<file path="src/rtl/write_drain_ctrl.sv">
// ---------------------------------------------------------------------------
// write_drain_ctrl
//
// Drains the cache write FIFO onto an AXI master write port. The block pops
// one entry, issues a single-beat AW/W pair, waits for the B response and
// checks it. Only one write is outstanding at a time. It also keeps sticky
// error flags and a wrapping count of completed writes.
//
// Ports
//   clk, rst_n             clock, asynchronous active-low reset
//   enable                 allows new pops from IDLE (an in-flight write
//                          always completes)
//   fifo_empty             the write FIFO has nothing to pop
//   fifo_pop_valid/ready   pop handshake (fifo_pop_valid is combinational)
//   fifo_pop_data          entry {addr,id,burst,size,len,data,strb}; it is
//                          valid the cycle after the pop handshake
//   m_aw*                  AW channel (m_awlen is always 0: one beat)
//   m_w*                   W channel (m_wlast equals m_wvalid)
//   m_b*                   B channel
//   busy                   controller not in IDLE
//   err[3:0]               sticky: [0] BRESP!=OKAY, [1] BID mismatch,
//                          [2] entry len!=0, [3] B response timeout
//   err_clr                clears err; a set in the same cycle wins
//   done_cnt               completed writes, wraps at 2^16
// ---------------------------------------------------------------------------
module write_drain_ctrl #(
  parameter  int ADDR_WIDTH = 32,
  parameter  int DATA_WIDTH = 64,
  parameter  int ID_WIDTH   = 4,
  parameter  int TIMEOUT    = 1024,
  localparam int STRB_WIDTH = DATA_WIDTH / 8,
  localparam int WIDTH      = ADDR_WIDTH + ID_WIDTH + 2 + 3 + 8 + DATA_WIDTH + STRB_WIDTH
) (
  input  logic                  clk,
  input  logic                  rst_n,
  input  logic                  enable,
  // write FIFO pop port
  input  logic                  fifo_empty,
  output logic                  fifo_pop_valid,
  input  logic                  fifo_pop_ready,
  input  logic [WIDTH-1:0]      fifo_pop_data,
  // AXI write address channel
  output logic [ADDR_WIDTH-1:0] m_awaddr,
  output logic [ID_WIDTH-1:0]   m_awid,
  output logic [1:0]            m_awburst,
  output logic [2:0]            m_awsize,
  output logic [7:0]            m_awlen,
  output logic                  m_awvalid,
  input  logic                  m_awready,
  // AXI write data channel
  output logic [DATA_WIDTH-1:0] m_wdata,
  output logic [STRB_WIDTH-1:0] m_wstrb,
  output logic                  m_wlast,
  output logic                  m_wvalid,
  input  logic                  m_wready,
  // AXI write response channel
  input  logic [ID_WIDTH-1:0]   m_bid,
  input  logic [1:0]            m_bresp,
  input  logic                  m_bvalid,
  output logic                  m_bready,
  // status
  output logic                  busy,
  output logic [3:0]            err,
  input  logic                  err_clr,
  output logic [15:0]           done_cnt
);

  // Bit positions of the entry fields, counted from the LSB end.
  localparam int STRB_LSB  = 0;
  localparam int DATA_LSB  = STRB_LSB + STRB_WIDTH;
  localparam int LEN_LSB   = DATA_LSB + DATA_WIDTH;
  localparam int SIZE_LSB  = LEN_LSB + 8;
  localparam int BURST_LSB = SIZE_LSB + 3;
  localparam int ID_LSB    = BURST_LSB + 2;
  localparam int ADDR_LSB  = ID_LSB + ID_WIDTH;

  // The timeout counter has to hold TIMEOUT itself, where it saturates.
  localparam int                CNT_W    = $clog2(TIMEOUT + 1);
  localparam logic [CNT_W-1:0]  TOUT_MAX = CNT_W'(TIMEOUT);
  localparam logic [CNT_W-1:0]  CNT_ONE  = CNT_W'(1);

  typedef enum logic [1:0] {
    S_IDLE  = 2'd0,
    S_LOAD  = 2'd1,
    S_ISSUE = 2'd2,
    S_RESP  = 2'd3
  } state_t;

  state_t state, state_next;

  // Registered outputs and payload
  logic                  awvalid_reg, awvalid_next;
  logic                  wvalid_reg,  wvalid_next;
  logic                  bready_reg,  bready_next;
  logic                  busy_reg,    busy_next;
  logic [ADDR_WIDTH-1:0] addr_reg;
  logic [ID_WIDTH-1:0]   id_reg;
  logic [1:0]            burst_reg;
  logic [2:0]            size_reg;
  logic [DATA_WIDTH-1:0] data_reg;
  logic [STRB_WIDTH-1:0] strb_reg;
  logic [3:0]            err_reg,  err_next;
  logic [15:0]           done_reg, done_next;
  logic [CNT_W-1:0]      tout_cnt_reg, tout_cnt_next;

  // Decode helpers
  logic       pop_hs;
  logic       aw_finished;
  logic       w_finished;
  logic       load_payload;
  logic [3:0] err_set;
  logic [7:0] entry_len;

  assign entry_len = fifo_pop_data[LEN_LSB +: 8];

  // Pop requests only come from IDLE; this is the one unregistered output.
  assign fifo_pop_valid = (state == S_IDLE) && enable && !fifo_empty;
  assign pop_hs         = fifo_pop_valid && fifo_pop_ready;

  // A channel is finished once its valid has dropped or it handshakes now.
  // The two channels are tracked independently through their valid bits.
  assign aw_finished = !awvalid_reg || m_awready;
  assign w_finished  = !wvalid_reg  || m_wready;

  // -------------------------------------------------------------------------
  // FSM process 1: state register
  // -------------------------------------------------------------------------
  always_ff @(posedge clk or negedge rst_n) begin
    if (!rst_n) begin
      state <= S_IDLE;
    end else begin
      state <= state_next;
    end
  end

  // -------------------------------------------------------------------------
  // FSM process 2: next-state logic
  // -------------------------------------------------------------------------
  always_comb begin
    state_next = state;
    case (state)
      S_IDLE:  if (pop_hs) state_next = S_LOAD;
      S_LOAD:  state_next = S_ISSUE;
      S_ISSUE: if (aw_finished && w_finished) state_next = S_RESP;
      S_RESP:  if (m_bvalid) state_next = S_IDLE;
      default: state_next = S_IDLE;
    endcase
  end

  // -------------------------------------------------------------------------
  // FSM process 3: output / datapath control. Everything here feeds a
  // register, so all AXI outputs come straight from flops.
  // -------------------------------------------------------------------------
  always_comb begin
    awvalid_next  = 1'b0;
    wvalid_next   = 1'b0;
    load_payload  = 1'b0;
    err_set       = 4'b0000;
    done_next     = done_reg;
    tout_cnt_next = '0;

    // bready is high for exactly the cycles spent in RESP.
    bready_next = (state_next == S_RESP);
    busy_next   = (state_next != S_IDLE);

    case (state)
      S_LOAD: begin
        load_payload = 1'b1;
        awvalid_next = 1'b1;
        wvalid_next  = 1'b1;
        // Only single-beat writes are issued; a burst entry is flagged.
        err_set[2]   = (entry_len != 8'd0);
      end
      S_ISSUE: begin
        awvalid_next = awvalid_reg && !m_awready;
        wvalid_next  = wvalid_reg  && !m_wready;
      end
      S_RESP: begin
        if (m_bvalid) begin
          err_set[0] = (m_bresp != 2'b00);
          err_set[1] = (m_bid != id_reg);
          done_next  = done_reg + 16'd1;
        end else begin
          // Count cycles without a response. The flag is raised once, on
          // the cycle the counter reaches TIMEOUT; the write then keeps
          // waiting and can still complete normally.
          if (tout_cnt_reg != TOUT_MAX) begin
            tout_cnt_next = tout_cnt_reg + CNT_ONE;
          end else begin
            tout_cnt_next = tout_cnt_reg;
          end
          err_set[3] = (tout_cnt_reg == TOUT_MAX - CNT_ONE);
        end
      end
      default: begin
      end
    endcase

    // A set in the same cycle as the clear takes priority.
    err_next = (err_clr ? 4'b0000 : err_reg) | err_set;
  end

  // -------------------------------------------------------------------------
  // Registers
  // -------------------------------------------------------------------------
  always_ff @(posedge clk or negedge rst_n) begin
    if (!rst_n) begin
      awvalid_reg  <= 1'b0;
      wvalid_reg   <= 1'b0;
      bready_reg   <= 1'b0;
      busy_reg     <= 1'b0;
      err_reg      <= 4'b0000;
      done_reg     <= 16'd0;
      tout_cnt_reg <= '0;
    end else begin
      awvalid_reg  <= awvalid_next;
      wvalid_reg   <= wvalid_next;
      bready_reg   <= bready_next;
      busy_reg     <= busy_next;
      err_reg      <= err_next;
      done_reg     <= done_next;
      tout_cnt_reg <= tout_cnt_next;
    end
  end

  // The payload is only written in LOAD, so it stays stable for the whole
  // time either valid is high.
  always_ff @(posedge clk or negedge rst_n) begin
    if (!rst_n) begin
      addr_reg  <= '0;
      id_reg    <= '0;
      burst_reg <= '0;
      size_reg  <= '0;
      data_reg  <= '0;
      strb_reg  <= '0;
    end else if (load_payload) begin
      addr_reg  <= fifo_pop_data[ADDR_LSB  +: ADDR_WIDTH];
      id_reg    <= fifo_pop_data[ID_LSB    +: ID_WIDTH];
      burst_reg <= fifo_pop_data[BURST_LSB +: 2];
      size_reg  <= fifo_pop_data[SIZE_LSB  +: 3];
      data_reg  <= fifo_pop_data[DATA_LSB  +: DATA_WIDTH];
      strb_reg  <= fifo_pop_data[STRB_LSB  +: STRB_WIDTH];
    end
  end

  // -------------------------------------------------------------------------
  // Output mapping
  // -------------------------------------------------------------------------
  assign m_awaddr  = addr_reg;
  assign m_awid    = id_reg;
  assign m_awburst = burst_reg;
  assign m_awsize  = size_reg;
  assign m_awlen   = 8'd0;
  assign m_awvalid = awvalid_reg;

  assign m_wdata   = data_reg;
  assign m_wstrb   = strb_reg;
  assign m_wlast   = wvalid_reg;
  assign m_wvalid  = wvalid_reg;

  assign m_bready  = bready_reg;
  assign busy      = busy_reg;
  assign err       = err_reg;
  assign done_cnt  = done_reg;

  // -------------------------------------------------------------------------
  // Protocol properties
  // -------------------------------------------------------------------------
  a_aw_hold: assert property (@(posedge clk) disable iff (!rst_n)
    (m_awvalid && !m_awready) |=> (m_awvalid && $stable(m_awaddr) && $stable(m_awid)));

  a_w_hold: assert property (@(posedge clk) disable iff (!rst_n)
    (m_wvalid && !m_wready) |=> (m_wvalid && $stable(m_wdata) && $stable(m_wstrb)));

  a_single_outstanding: assert property (@(posedge clk) disable iff (!rst_n)
    m_bready |-> (!m_awvalid && !m_wvalid && !fifo_pop_valid));

endmodule

</file>
<file path="config.mk">
export PLATFORM = sky130hd
export DESIGN_NAME = write_drain_ctrl
export DESIGN_NICKNAME = d
export VERILOG_FILES = /design/src/rtl/write_drain_ctrl.sv
export SDC_FILE = /design/constraint.sdc
export NUM_CORES = 1
export LEC_CHECK = 0
export CORE_MARGIN = 10
export CORE_UTILIZATION = 44
export DETAILED_ROUTE_END_ITERATION = 8
export PLACE_DENSITY = 0.85
export SLEW_MARGIN = 10
export SYNTH_ARGS = -nofsm -noshare
export SYNTH_HDL_FRONTEND = slang
export SYNTH_SLANG_ARGS = --single-unit
</file>
<file path="constraint.sdc">
create_clock -name clk -period 4.4 [get_ports clk]
set_input_delay 0.88 -clock clk [delete_from_list [all_inputs] [get_ports clk]]
set_output_delay 0.88 -clock clk [all_outputs]
set_load 0.1 [all_outputs]
</file>
# == Yosys cells after proc, flatten, opt, wreduce, memory -nomap -nowiden ==
# Index checks and enable logic that the tools add are counted.
# Widths: inputs -> output; s select.
# op_classes
eq_ne,8
add_sub_neg,2
muxes,16
n_reduce_logical,18
bitwise_logic,1
# ops
cell,n
$mux 11,3
$add 16x1->16 const B,1
$add 11x1->11 const B,1
$eq 11x10->1 const B,1
$ne 11x11->1 const B,1
$mux 2,5
$pmux 2 s4,1
$reduce_bool 8->1,1
$eq 2x2->1 const B,3
$logic_and 1x1->1,6
$logic_not 1->1,5
$mux 1,4
$mux 4,1
$ne 4x4->1,1
$or 4x4->4,1
$pmux 1 s2,2
$reduce_bool 2->1,2
$ne 3x3->1 const B,1
$eq 2x1->1 const B,1
$logic_not 2->1,1
$logic_or 1x1->1,2
$reduce_and 2->1,1
# word_totals
elab_cells,59
ff_bits,150
out_inout_bits,147

# == Longest topological paths before layout ==
# Gate-level depths: netlist of run 1.
# logic_depth
ltp_word,7
mapped_depth,7

# == Worst setup path before layout of run 1 ==
# OpenSTA, ideal clock, no wires.
# synth_path
path_kind,input-to-output
start,in fifo_empty
end,out fifo_pop_valid
required_time_ns,3.520
stages,1
slack_ns,1.795
t_arrival_ns,1.725
cell_sequence,and3b_1
# synth_between
elab_chain_cells,2
# synth_rtl
item,line,rtl
from (decl),38,"input logic fifo_empty,"
$logic_not 1->1,117,assign fifo_pop_valid = (state == S_IDLE) && enable && !fifo_empty;
$logic_and 1x1->1,117,
to (decl),39,"output logic fifo_pop_valid,"
# No other way between the ends.

# == Worst setup path after layout of run 1 ==
# layout_path
start,"reg done_reg[3], in the netlist done_cnt[3]"
end,out done_cnt[3]
# layout_lines
item,line,rtl
from (decl),103,"logic [15:0] done_reg, done_next;"
from (signal assigned),221,done_reg <= done_next;
to (decl),65,output logic [15:0] done_cnt
# No word-level cell between the ends.

==> results of run 1 <==
## path summary, 6_finish.rpt
| check | cells past startpoint | to | slack (ps) | startpoint |
|---|---|---|---|---|
| worst max-delay path | 1 | done_cnt[3] | 1490 | done_cnt[3] |
| worst min-delay path | 1 | done_cnt[7] | 440 | rst_n |
| worst max register to register | 4 | m_wstrb[4] | 2160 | state[1] |
| worst min register to register | 1 | done_cnt[15] | 470 | done_cnt[15] |
| max in group asynchronous | 2 | m_awsize[2] | 3100 | rst_n |
| min in group clk | 1 | done_cnt[15] | 470 | done_cnt[15] |
## placed cells by master (no fill, tap or decap), types with 7 or more instances in the layout
cell type / synthesis / routed
clkdlybuf4s50_1: 0 / 272
dfrtp_1: 150 / 150
mux2_2: 114 / 114
clkbuf_16: 0 / 17
xnor2_1: 16 / 16
nor2_1: 15 / 15
xor2_1: 11 / 11
nand2_1: 10 / 10
nand3_1: 10 / 10
conb_1: 1 / 8
nand4_1: 7 / 7
## cells in the mapped netlist
library cell / count / area, µm²
o21ai_0: 1 / 5.000
a22o_1: 2 / 17.52
and3b_1: 1 / 8.760
mux2i_1: 1 / 10.01
a31o_2: 1 / 8.760
nor2b_1: 5 / 31.28
nor3_1: 1 / 5.000
a21boi_0: 1 / 7.510
nor2_2: 1 / 6.260
nand3_1: 10 / 50.05
nor4_1: 4 / 25.02
nand2_1: 10 / 37.54
nand4_1: 7 / 43.79
nand3b_1: 2 / 15.01
or4_1: 1 / 7.510
nor3_2: 1 / 10.01
and3_4: 1 / 11.26
and2_1: 3 / 18.77
conb_1: 1 / 3.750
nor2_1: 15 / 56.30
nor4b_1: 2 / 17.52
buf_4: 14 / 105.1
buf_1: 1 / 3.750
dfrtp_1: 150 / 3754
or3_1: 1 / 6.260
and3_1: 3 / 18.77
nand4b_1: 1 / 8.760
a21oi_1: 6 / 30.03
inv_1: 6 / 22.52
ha_1: 7 / 87.58
xnor2_1: 16 / 140.1
and4_1: 2 / 17.52
buf_2: 9 / 45.04
mux2_2: 114 / 1284
o2bb2ai_1: 2 / 17.52
nand2b_1: 2 / 12.51
xor2_1: 11 / 96.34
## metal layers
metal | vias to the layer above | wire length [µm] | GRT usage, %
met4 | 0 | 325 | 6.557
met2 | 177 | 9182 | 32.83
met1 | 2140 | 6112 | 18.50
li1 | 1984 | - | -
met3 | 21 | 1850 | 8.849
met5 | - | 0 | 0
## area by class of cell
| cell class | instances | area share, % |
|---|---|---|
| sequential | 150 | 39.39 |
| timing repair buffer | 277 | 29.13 |
| multi-input combinational | 243 | 22.61 |
| clock buffer | 21 | 5.041 |
| tap | 176 | 2.311 |
| clock inverter | 11 | 1.287 |
| inverter | 6 | 0.2363 |
## metrics by stage
step / worst slack, ps / instances / hold slack (ps) / utilization [%]
global placement: 1716 / 852 / 465.4 / 66.88
global route: 1427 / 884 / 470.4 / 71.40
detailed placement: 1709 / 852 / 462.8 / 66.88
finish: 1487 / 884 / 440.6 / 71.40
floorplan: 1795 / 423 / 523.2 / -
CTS: 1455 / 884 / 449.1 / 71.40
## logic make-up after synthesis
family / synth area share [%]
XOR/XNOR: 3.911
AO/OA/AOI/OAI: 1.428
multiplexers: 21.40
flip-flops: 62.09
AND/OR/NAND/NOR: 6.747
other: 0.06203
buffers and inverters: 2.918
adder cells (fa/ha/maj): 1.449
## worst reg2reg max path, stage by stage (launching register included)
cell and delay [ps]:
dfrtp_1 420, inv_1 140, ha_4 580, buf_4 570
mux2_2 420
==> flow_summary.yaml, run 1 <==
outcome:
  status: "finished, final reports clean"
grt:
  grt_pass1_wl_mm: 26.79
  grt_max_degree: 88
  overflow: 0
  grt_pass1_vias: 4821
  antenna_found_initial: 0
  track_usage_pct: 18.50
floorplan:
  die_y_um: 137.2
  die_width_um: 137.2
  rows: 42
  start_util_pct: 45.29
  core_um2: 13350
  fp.dieArea_um2: 18830
  ioPinCount: 283
drt:
  vias_per_cell: 4.889
  drtPass1Iterations: 4
  vias: 4322
  drc_errors: 0
  wire_per_inst_um: 19.76
  drt_wl_total_mm: 17.47
  drt-initial-drc-count: 183
  antenna_left: 0
critical_path:
  slowest_stage: "clkdlybuf4s50_1"
  crit_type: "flop to primary output"
  cpPeakStageDelay_ps: 1190
  path_buf_inv: 1
  path_cells: "clkdlybuf4s50_1"
  critPathArrivalTime_ps: 2030
  crit_family: "buffers and inverters"
  startpoint_type: "flop"
  required_ps: 3520
  endpoint_kind: "primary output"
  worstPathMaxFanout: 5
yosys:
  synth.distinct_cells: 37
  syn_area_per_cell_um2: 14.53
  synth_warnings: 0
  yosysSeqAreaShare_pct: 62.09
  syn_inst: 416
  synth_area_um2: 6046
  synth_seq_cells: 150
clocking:
  cts_setup_buffers: 0
  cts-root-buf: "clkbuf_16"
  clock-sinks: 150
  clk_pin_slew_ps: 60
  cts_tree: "yes"
  numCtsBuffers: 17
  h-tree-depth: 4
  clock_path_buffers: 2
  postCtsHoldBufs: 0
  clk_latency_ps: 410
  cts_resized: 0
sta:
  period_needed_ps: 2913
  rsz0062_at_grt: "false"
  finalHoldViolations: 0
  max_freq_mhz: 343.3
  worstMarginPinSlew_ps: 1044
  period_share_pct: 66.20
  maxSlewViolCount: 0
  relSlewSlack_pct: 30.19
  finalSetupTns_ps: 0
  setup-violations-final: 0
  fin_skew_ps: 8.321
finish:
  design_area_um2: 9530
  n_antenna_cell: 0
  largest_register_ffs: 64
  drive_gt1_share_pct: 22.03
  fillers: 888
  area.sequential_um2: 3754
  multiInputGateArea_um2: 2155
  area_growth_pct: 57.64
  nets: 838
flow_run:
  cap_violations: 0
placement:
  hpwl_mm: 13.49
  io_buffers: 274
  place_congestion: 0.8609
  placed_cell_area_um2: 8927
min_path:
  hp-class: "input pin to asynchronous set/reset pin"
Power of run 1 is left out: the tool's default activity adds up to more than one toggle a clock period on the data nets, which glitch-free logic cannot reach.
==> run 2, diff against run 1 <==
--- a/config.mk
+++ b/config.mk
@@ -6,9 +6,9 @@
 export NUM_CORES = 1
 export LEC_CHECK = 0
 export CORE_MARGIN = 10
-export CORE_UTILIZATION = 44
+export CORE_UTILIZATION = 41
 export DETAILED_ROUTE_END_ITERATION = 8
-export PLACE_DENSITY = 0.85
+export PLACE_DENSITY = 0.8
 export SLEW_MARGIN = 10
 export SYNTH_ARGS = -nofsm -noshare
 export SYNTH_HDL_FRONTEND = slang
==> constraint.sdc (replaced) <==
create_clock -name clk -period 3 [get_ports clk]
set_input_delay 0.6 -clock clk [delete_from_list [all_inputs] [get_ports clk]]
set_output_delay 0.6 -clock clk [all_outputs]
set_load 0.1 [all_outputs]
==> flow_summary.yaml, run 2 (same netlist as run 1, synthesis figures left out) <==
drt:
  antenna_left: 0
  vias_per_cell: 4.814
  drt-initial-drc-count: 123
  drt_wl_total_mm: 17.00
  wire_per_inst_um: 19.02
  drtPass1Iterations: 4
  drc_errors: 0
  vias: 4304
clocking:
  cts_resized: 0
  cts_setup_buffers: 0
  numCtsBuffers: 17
  clock_path_buffers: 2
  cts-root-buf: "clkbuf_16"
  clock-sinks: 150
  h-tree-depth: 4
  clk_pin_slew_ps: 60
  postCtsHoldBufs: 0
  clk_latency_ps: 420
  cts_tree: "yes"
placement:
  placed_cell_area_um2: 8632
  place_congestion: 0.8134
  hpwl_mm: 13.24
  io_buffers: 274
sta:
  period_needed_ps: 2304
  fin_skew_ps: 13.27
  setup-violations-final: 0
  maxSlewViolCount: 0
  finalSetupTns_ps: 0
  max_freq_mhz: 434.0
  period_share_pct: 76.81
  finalHoldViolations: 0
  rsz0062_at_grt: "false"
grt:
  grt_pass1_wl_mm: 26.01
  grt_pass1_vias: 4722
  antenna_found_initial: 0
  overflow: 0
  grt_max_degree: 88
  track_usage_pct: 16.45
finish:
  final_common_cell: "dfrtp_1"
  area_growth_pct: 52.69
  n_antenna_cell: 0
  design_area_um2: 9231
  final_core_util_pct: 63.76
  nets: 840
  layout_common_cells: "dfrtp_1, buf_4, clkdlybuf4s50_1"
  largest_register_ffs: 64
  drive_gt1_share_pct: 41.27
critical_path:
  critPathArrivalTime_ps: 1700
  startpoint_type: "flop"
  slowest_stage: "dfrtp_1"
  required_ps: 2400
  path_cells: "inv_1, ha_1, and3b_1, buf_12"
  crit_type: "flop to primary output"
  cpPeakStageDelay_ps: 420
  worstPathMaxFanout: 6
  endpoint_kind: "primary output"
floorplan:
  start_util_pct: 41.76
  fp.dieArea_um2: 20000
  die_width_um: 141.4
  die_y_um: 141.4
  ioPinCount: 283
  core_um2: 14480
  rows: 44
flow_run:
  cap_violations: 0
min_path:
  hp-class: "input pin to asynchronous set/reset pin"
outcome:
  status: "finished, final reports clean"
run 2: final timing paths:
kind / start / endpoint / slack [ps] / cells after the start
setup / recovery: state[1] / fifo_pop_valid / 700 / 4
hold / removal: rst_n / m_wdata[5] / 110 / 1
setup reg to reg: state[1] / m_wdata[6] / 990 / 4
hold reg to reg: done_cnt[15] / done_cnt[15] / 490 / 1
max in group asynchronous: rst_n / m_awaddr[6] / 2140 / 2
min in group clk: done_cnt[15] / done_cnt[15] / 490 / 1
run 2: metrics by stage:
stage | hold WS, ps | setup slack [ps] | instances
2_1_floorplan | 304.4 | 775.1 | 423
3_3_place_gp | 465.6 | 833.6 | 862
3_5_place_dp | 478.4 | 842.5 | 862
4_1_cts | 98.09 | 673.4 | 894
5_1_grt | 114.4 | 566.6 | 894
6_report | 105.2 | 695.7 | 894
run 2: routing by layer:
layer / global-route usage (%) / vias up / share of wire (%)
met3: 8.445 / 22 / 11
met2: 27.56 / 188 / 50
met1: 17.20 / 2102 / 38
li1: - / 1992 / -
met5: 0 / - / 0
met4: 6.401 / 0 / 1.9
run 2: layout make-up:
class                   instances  area, µm²
fillers                      1112       5248
well taps                     184      230.2
clock buffers                  21      450.4
flip-flops and latches        150       3754
repair buffers                279       2471
inverters                       6      22.52
clock inverters                11      148.9
multi-input cells             243       2155
run 2: worst max-delay path, delay by kind of cell (launching register included):
kind / cells / cell delay, ps
DFF: 1 / 420
and+or+nand+nor: 1 / 260
buffers and inverters: 2 / 330
adders and majority gates: 1 / 270
Power of run 2 is left out for the same reason.
==> run 3, diff against run 2 <==
==> constraint.sdc (replaced) <==
create_clock -name clk -period 2.4 [get_ports clk]
set_input_delay 0.48 -clock clk [delete_from_list [all_inputs] [get_ports clk]]
set_output_delay 0.48 -clock clk [all_outputs]
set_load 0.1 [all_outputs]
==> flow_summary.yaml, run 3 (same netlist as run 1, synthesis figures left out) <==
critical_path:
  worstPathMaxFanout: 6
  cpPeakStageDelay_ps: 420
  crit_type: "flop to primary output"
  rrSetupSlack_ps: 590
  crit_family: "flip-flops"
  path_cells: "inv_1, ha_1, and3b_1, buf_12"
  critPathArrivalTime_ps: 1690
  r2r_end: "m_awaddr[19]"
  worstReg2RegStart: "state[1]"
  endpoint_kind: "primary output"
  slowest_stage: "dfrtp_1"
  cp-startpoint: "state[1]"
  reg2regPathDepth: 4
  path_buf_inv: 2
  startpoint_type: "flop"
  required_ps: 1920
grt:
  grt_pass1_vias: 4875
  antenna_found_initial: 0
  grt_pass1_wl_mm: 26.85
  overflow: 0
  track_usage_pct: 16.89
  grt_max_degree: 76
sta:
  hold_slack_ps: 410.4
  max_freq_mhz: 461.2
  finalHoldViolations: 0
  period_share_pct: 90.34
  finalSetupTns_ps: 0
  maxSlewViolCount: 0
  worst_slack_ps: 232.0
  fin_skew_ps: 7.946
  period_needed_ps: 2168
  setup-violations-final: 0
  rsz0062_at_grt: "false"
clocking:
  h-tree-depth: 4
  clock-sinks: 150
  clock_path_buffers: 2
  numCtsBuffers: 17
  clk_latency_ps: 410
  clk_pin_slew_ps: 60
  cts_setup_buffers: 0
  cts-root-buf: "clkbuf_16"
  cts_tree: "yes"
floorplan:
  die_y_um: 141.4
  rows: 44
  start_util_pct: 41.76
  fp.dieArea_um2: 20000
  ioPinCount: 283
  die_width_um: 141.4
  core_um2: 14480
finish:
  nets: 844
  largest_register_ffs: 64
  layout_common_cells: "dfrtp_1, buf_4, clkdlybuf4s50_1"
  n_antenna_cell: 0
  area_growth_pct: 53.66
  final_common_cell: "dfrtp_1"
  fillers: 1072
  final_core_util_pct: 64.16
  drive_gt1_share_pct: 41.46
placement:
  hpwl_mm: 13.59
  io_buffers: 274
  place_congestion: 0.8402
  dp_slack_ps: 435.0
drt:
  vias_per_cell: 4.815
  vias: 4324
  wire_per_inst_um: 19.15
  drtPass1Iterations: 4
  drt_wl_total_mm: 17.20
  drc_errors: 0
  antenna_left: 0
  drt-initial-drc-count: 171
outcome:
  status: "finished, final reports clean"
min_path:
  hp-class: "input pin to asynchronous set/reset pin"
flow_run:
  cap_violations: 0
[run 3: worst max path at each step]
stage	to	slack [ps]	depth (start not counted)
detailed placement	done_cnt[8]	430	5
finish	fifo_pop_valid	230	4
global placement	busy	450	5
global route	fifo_pop_valid	150	4
floorplan	m_bready	180	6
CTS	fifo_pop_valid	210	4
[run 3: timing repair]
action	in CTS	in global routing
resized for setup	0	0
hold endpoints to repair	2	0
hold buffers	1	0
[run 3: final cells by class]
class / instances / area [µm²] / share of cell area, %
Clock inverter: 11 / 150.1 / 1.616
Sequential cell: 150 / 3754 / 40.40
Timing Repair Buffer: 283 / 2529 / 27.22
Tap cell: 184 / 230.2 / 2.478
Inverter: 6 / 22.52 / 0.2424
Multi-Input combinational cell: 243 / 2155 / 23.19
Clock buffer: 21 / 450.4 / 4.848
[run 3: routing by layer]
metal	vias to the layer above	part of all wire, %	global-route usage [%]
met4	0	2.0	5.971
met2	193	50	28.39
li1	2005	-	-
met3	20	9.8	8.011
met5	-	0	0
met1	2106	38	18.24
[run 3: through the flow]
| step | area, µm² | std cells |
|---|---|---|
| 4_1_cts | 9290 | 898 |
| 2_1_floorplan | 6072 | 423 |
| 5_1_grt | 9290 | 898 |
| 6_report | 9290 | 898 |
| 3_3_place_gp | 8680 | 865 |
| 3_5_place_dp | 8680 | 865 |
Power of run 3 is left out for the same reason.
